## src/rtl/csa_resolve_pkg.sv

```systemverilog
// Shared state encodings and sizing helpers for the carry-save resolver.
// Any block that decodes resolver state imports this package.
package csa_resolve_pkg;

  localparam logic [1:0] CSA_IDLE = 2'd0;
  localparam logic [1:0] CSA_RUN  = 2'd1;
  localparam logic [1:0] CSA_DONE = 2'd2;

  typedef enum logic [1:0] {
    IDLE = CSA_IDLE,
    RUN  = CSA_RUN,
    DONE = CSA_DONE
  } csa_state_e;

  // A counter always needs at least one bit, even when there is only one digit
  function automatic int cnt_width(input int n);
    return (n > 1) ? $clog2(n) : 1;
  endfunction

endpackage

```

## src/rtl/full_adder.sv

```systemverilog
// One-bit full adder; the resolver chains these to build a digit adder.
module full_adder (
  input  logic a,
  input  logic b,
  input  logic cin,
  output logic s,
  output logic cout
);

  assign s    = a ^ b ^ cin;
  assign cout = (a & b) | (a & cin) | (b & cin);

endmodule

```

## src/rtl/csa_resolve.sv

```systemverilog
// Resolves a carry-save pair (s_in, c_in) into a binary sum.
// The pair is added DIGIT bits per cycle, least-significant digit first.
module csa_resolve
  import csa_resolve_pkg::*;
#(
  parameter int BITS  = 8,
  parameter int DIGIT = 2
) (
  input  logic            clk,
  input  logic            rst_n,
  input  logic            in_valid,
  output logic            in_ready,
  input  logic [BITS-1:0] s_in,
  input  logic [BITS-1:0] c_in,
  output logic            out_valid,
  input  logic            out_ready,
  output logic [BITS-1:0] sum,
  output logic            cout
);

  localparam int NDIG = BITS / DIGIT;
  localparam int CW   = cnt_width(NDIG);
  localparam logic [CW-1:0] LAST = CW'(NDIG - 1);

  csa_state_e state, next_state;

  logic [BITS-1:0]  s_reg, c_reg;
  logic             carry;
  logic [CW-1:0]    cnt;
  logic [DIGIT-1:0] d_s, d_c, d_sum;
  logic [DIGIT:0]   chain;
  logic             last_digit;

  assign last_digit = (cnt == LAST);
  assign d_s        = s_reg[int'(cnt)*DIGIT +: DIGIT];
  assign d_c        = c_reg[int'(cnt)*DIGIT +: DIGIT];
  assign chain[0]   = carry;

  for (genvar i = 0; i < DIGIT; i++) begin : g_fa
    full_adder u_fa (
      .a   (d_s[i]),
      .b   (d_c[i]),
      .cin (chain[i]),
      .s   (d_sum[i]),
      .cout(chain[i+1])
    );
  end

  always_ff @(posedge clk or negedge rst_n) begin
    if (!rst_n) state <= IDLE;
    else        state <= next_state;
  end

  always_comb begin
    next_state = state;
    case (state)
      IDLE:    if (in_valid)   next_state = RUN;
      RUN:     if (last_digit) next_state = DONE;
      DONE:    if (out_ready)  next_state = IDLE;
      default:                 next_state = IDLE;
    endcase
  end

  assign in_ready  = (state == IDLE);
  assign out_valid = (state == DONE);

  // cnt is left at LAST after the final digit; it is cleared on the next accept
  always_ff @(posedge clk or negedge rst_n) begin
    if (!rst_n) begin
      s_reg <= '0;
      c_reg <= '0;
      carry <= 1'b0;
      cnt   <= '0;
      sum   <= '0;
      cout  <= 1'b0;
    end else begin
      case (state)
        IDLE: begin
          if (in_valid) begin
            s_reg <= s_in;
            c_reg <= c_in;
            carry <= 1'b0;
            cnt   <= '0;
          end
        end
        RUN: begin
          sum[int'(cnt)*DIGIT +: DIGIT] <= d_sum;
          carry <= chain[DIGIT];
          if (last_digit) cout <= chain[DIGIT];
          else            cnt  <= cnt + 1'b1;
        end
        default: ;
      endcase
    end
  end

endmodule

```

## config.mk

```make
export PLATFORM = sky130hd
export DESIGN_NAME = csa_resolve
export DESIGN_NICKNAME = d
export VERILOG_FILES = /design/src/rtl/csa_resolve_pkg.sv /design/src/rtl/full_adder.sv /design/src/rtl/csa_resolve.sv
export SDC_FILE = /design/constraint.sdc
export NUM_CORES = 1
export LEC_CHECK = 0
export BUFFER_PORTS_ARGS = -buffer_cell sky130_fd_sc_hd__clkbuf_2
export CORE_ASPECT_RATIO = 1.25
export CORE_MARGIN = 2
export CORE_UTILIZATION = 40
export DETAILED_ROUTE_END_ITERATION = 10
export PLACE_DENSITY = 0.72
export SYNTH_ARGS = -nofsm -noshare
export SYNTH_HDL_FRONTEND = slang
export SYNTH_SLANG_ARGS = --single-unit
```

## constraint.sdc

```tcl
create_clock -name clk -period 3.55 [get_ports clk]
set_input_delay 0.8875 -clock clk [delete_from_list [all_inputs] [get_ports clk]]
set_output_delay 0.8875 -clock clk [all_outputs]
set_load 0.01 [all_outputs]
```

==> impl_metrics.json <==
{
  "die_h_microns": 74.4,
  "cts_tree": "done",
  "status": "finished, final reports clean",
  "cp_max_fo": 19,
  "cts_buffer_depth": 2,
  "critical_path_buf_inv_count": 0,
  "whs_ns": 0.505,
  "portBuffers": 30,
  "cts_root_buf": "clkbuf_8",
  "synth_common_cells": "dfrtp_1 (30), mux2_2 (17), mux2_4 (8)",
  "io_pins": 31,
  "powerDensity_nw_per_um2": 946,
  "antenna_cells": 0,
  "seq_area_sq_um": 751,
  "synth-main-ff-cell": "dfrtp_1",
  "ir_worst_vdd_mv": 0.453,
  "yosys.cell_types.count": 26,
  "yosysMostFrequentCell": "dfrtp_1",
  "grt.busiest_layer": "met2",
  "slew_violations": 0,
  "cp_data_arrival_time_ns": 3.19,
  "grt_max_degree": 31,
  "dieArea_sq_um": 4490,
  "rows": 25,
  "cts_inserted_buffers": 5,
  "worstMarginPinSlew_ns": 0.732,
  "area_delta_synth_final_pct": 16.0,
  "path_clk_slew_ns": 0.06,
  "ant_nets": 0,
  "required_ns": 3.78,
  "grt_pass1_wl_mm": 4.66,
  "p_total_uw": 1740,
  "synth_seq_area_share": 0.474,
  "vias": 968,
  "cts_resized": 0,
  "first_pass_iters": 2,
  "skew_ns": 0.00628,
  "drc_errors": 0,
  "drt_iter0_drc": 18,
  "synth-seq-cells": 30,
  "cp-start-kind": "register",
  "slowest_stage": "dfrtp_1",
  "netlist_top_cells_area": "dfrtp_1 (47%), mux2_2 (12%), mux2_4 (7.6%), mux4_2 (5.7%), ha_1 (4.7%)",
  "synth_top_area_cell": "dfrtp_1",
  "core-area_sq_um": 3780,
  "synth_nets": 134,
  "setup.worst_path.end_class": "register",
  "place_congestion": 0.696,
  "wl_mm": 2.75,
  "gr-total-overflow": 0,
  "drive_gt1_frac": 0.511,
  "multiInputGateArea_sq_um": 753,
  "final_nets": 166,
  "setup_violations": 0,
  "yosysTopAreaCellShare": 0.474,
  "clock-sinks": 30,
  "avgSynthCellArea_sq_um": 15.0,
  "cts.hold.buffers_added": 0,
  "maxCapViolations": 0,
  "syn_area_sq_um": 1590,
  "die_w_microns": 60.3,
  "use_met2": 0.232,
  "via_per_inst": 5.02,
  "hp-class": "register to register",
  "track_usage": 0.146,
  "path_cells": "mux4_2 > fa_1 > fa_1 > nor4bb_1 > mux2_2",
  "met1_usage": 0.175,
  "period_minus_slack_ns": 2.96,
  "slew_headroom": 0.512,
  "max_stage_delay_ns": 0.77,
  "utilization": 0.486,
  "min_period_over_period": 0.834,
  "wl_per_cell_microns": 14.2,
  "rsz0062_at_grt": "false",
  "finalWorstSetupSlack_ns": 0.589,
  "yosys_warnings": 0,
  "antenna_found_initial": 0,
  "cts-htree-levels": 2,
  "fmax_mhz": 338,
  "hold_viol_final": 0,
  "leakage_uw": 0.000902,
  "clock_latency_ns": 0.29,
  "r2r_setup_slack_ns": 0.59,
  "met3_usage": 0.0522,
  "dp_hpwl_mm": 2.03,
  "synthCells": 106,
  "place_worst_setup_slack_ns": 0.610,
  "tns_ns": 0,
  "postCtsSetupBuffers": 0,
  "start_util": 0.419,
  "cp_top_family": "adder cells",
  "grt_pass1_vias": 996,
  "cpMostUsedCell": "fa_1",
  "synth_edf_count": 0,
  "criticalPathCategory": "register to register",
  "async_flop_share": 1.00,
  "fillerInstances": 356
}
placed cells by master, fill, tap and decap left out, drive strengths merged, types with 2 or more instances in the layout:
cell    netlist  layout
clkbuf        0      37
dfrtp        30      30
mux2         25      25
nor4bb        7       7
ha            6       6
inv           5       5
mux4          4       4
nand3b        4       4
and3b         2       2
and4b         2       2
and3          2       2
a211o         2       2
fa            2       2
metrics by stage:
stage	instance area [sq um]	cells
3_5_place_dp	1750	185
6_report	1840	193
2_1_floorplan	1590	106
4_1_cts	1840	193
3_3_place_gp	1750	185
5_1_grt	1840	193
metal layers:
layer  vias to the layer above  routed length [microns]
met5                         -                        0
li1                        451                        -
met3                         6                      147
met4                         0                       64
met2                        24                     1440
met1                       487                     1100
kinds of logic (layout without fill, tap and decap cells):
| group | after synthesis | after routing | synth area share |
|---|---|---|---|
| muxes | 29 | 29 | 0.253 |
| AOI/OAI and AO/OA | 6 | 6 | 0.0292 |
| adders and majority gates | 8 | 8 | 0.0726 |
| buffers and inverters | 11 | 44 | 0.0513 |
| DFF | 30 | 30 | 0.474 |
| and+or+nand+nor | 22 | 22 | 0.120 |
worst paths after layout:
check,to,cells after the start,from
max in group asynchronous,c_reg[5]$_DFFE_PN0P_,1,rst_n
worst min register to register,c_reg[7]$_DFFE_PN0P_,1,c_reg[7]$_DFFE_PN0P_
worst max-delay path,sum[5]$_DFFE_PN0P_,5,cnt[0]$_DFFE_PN0P_
worst min-delay path,c_reg[7]$_DFFE_PN0P_,1,c_reg[7]$_DFFE_PN0P_
worst max register to register,sum[5]$_DFFE_PN0P_,5,cnt[0]$_DFFE_PN0P_
min in group asynchronous,sum[2]$_DFFE_PN0P_,1,rst_n
where the power goes:
group	total [uW]	switching [uW]	leakage [uW]	internal (uW)
logic	815	313	0.000481	502
clock network	283	127	0.0000482	156
registers	642	150	0.000373	492
total	1740	590	0.000902	1150
cell type report:
class	instances	share of cell area
inverters	5	0.0102
clock buffers	7	0.0469
repair buffers	31	0.0857
clock inverters	1	0.00272
flip-flops and latches	30	0.408
well taps	54	0.0367
multi-input cells	65	0.410
Note: power is estimated with default switching activity, not from simulation.
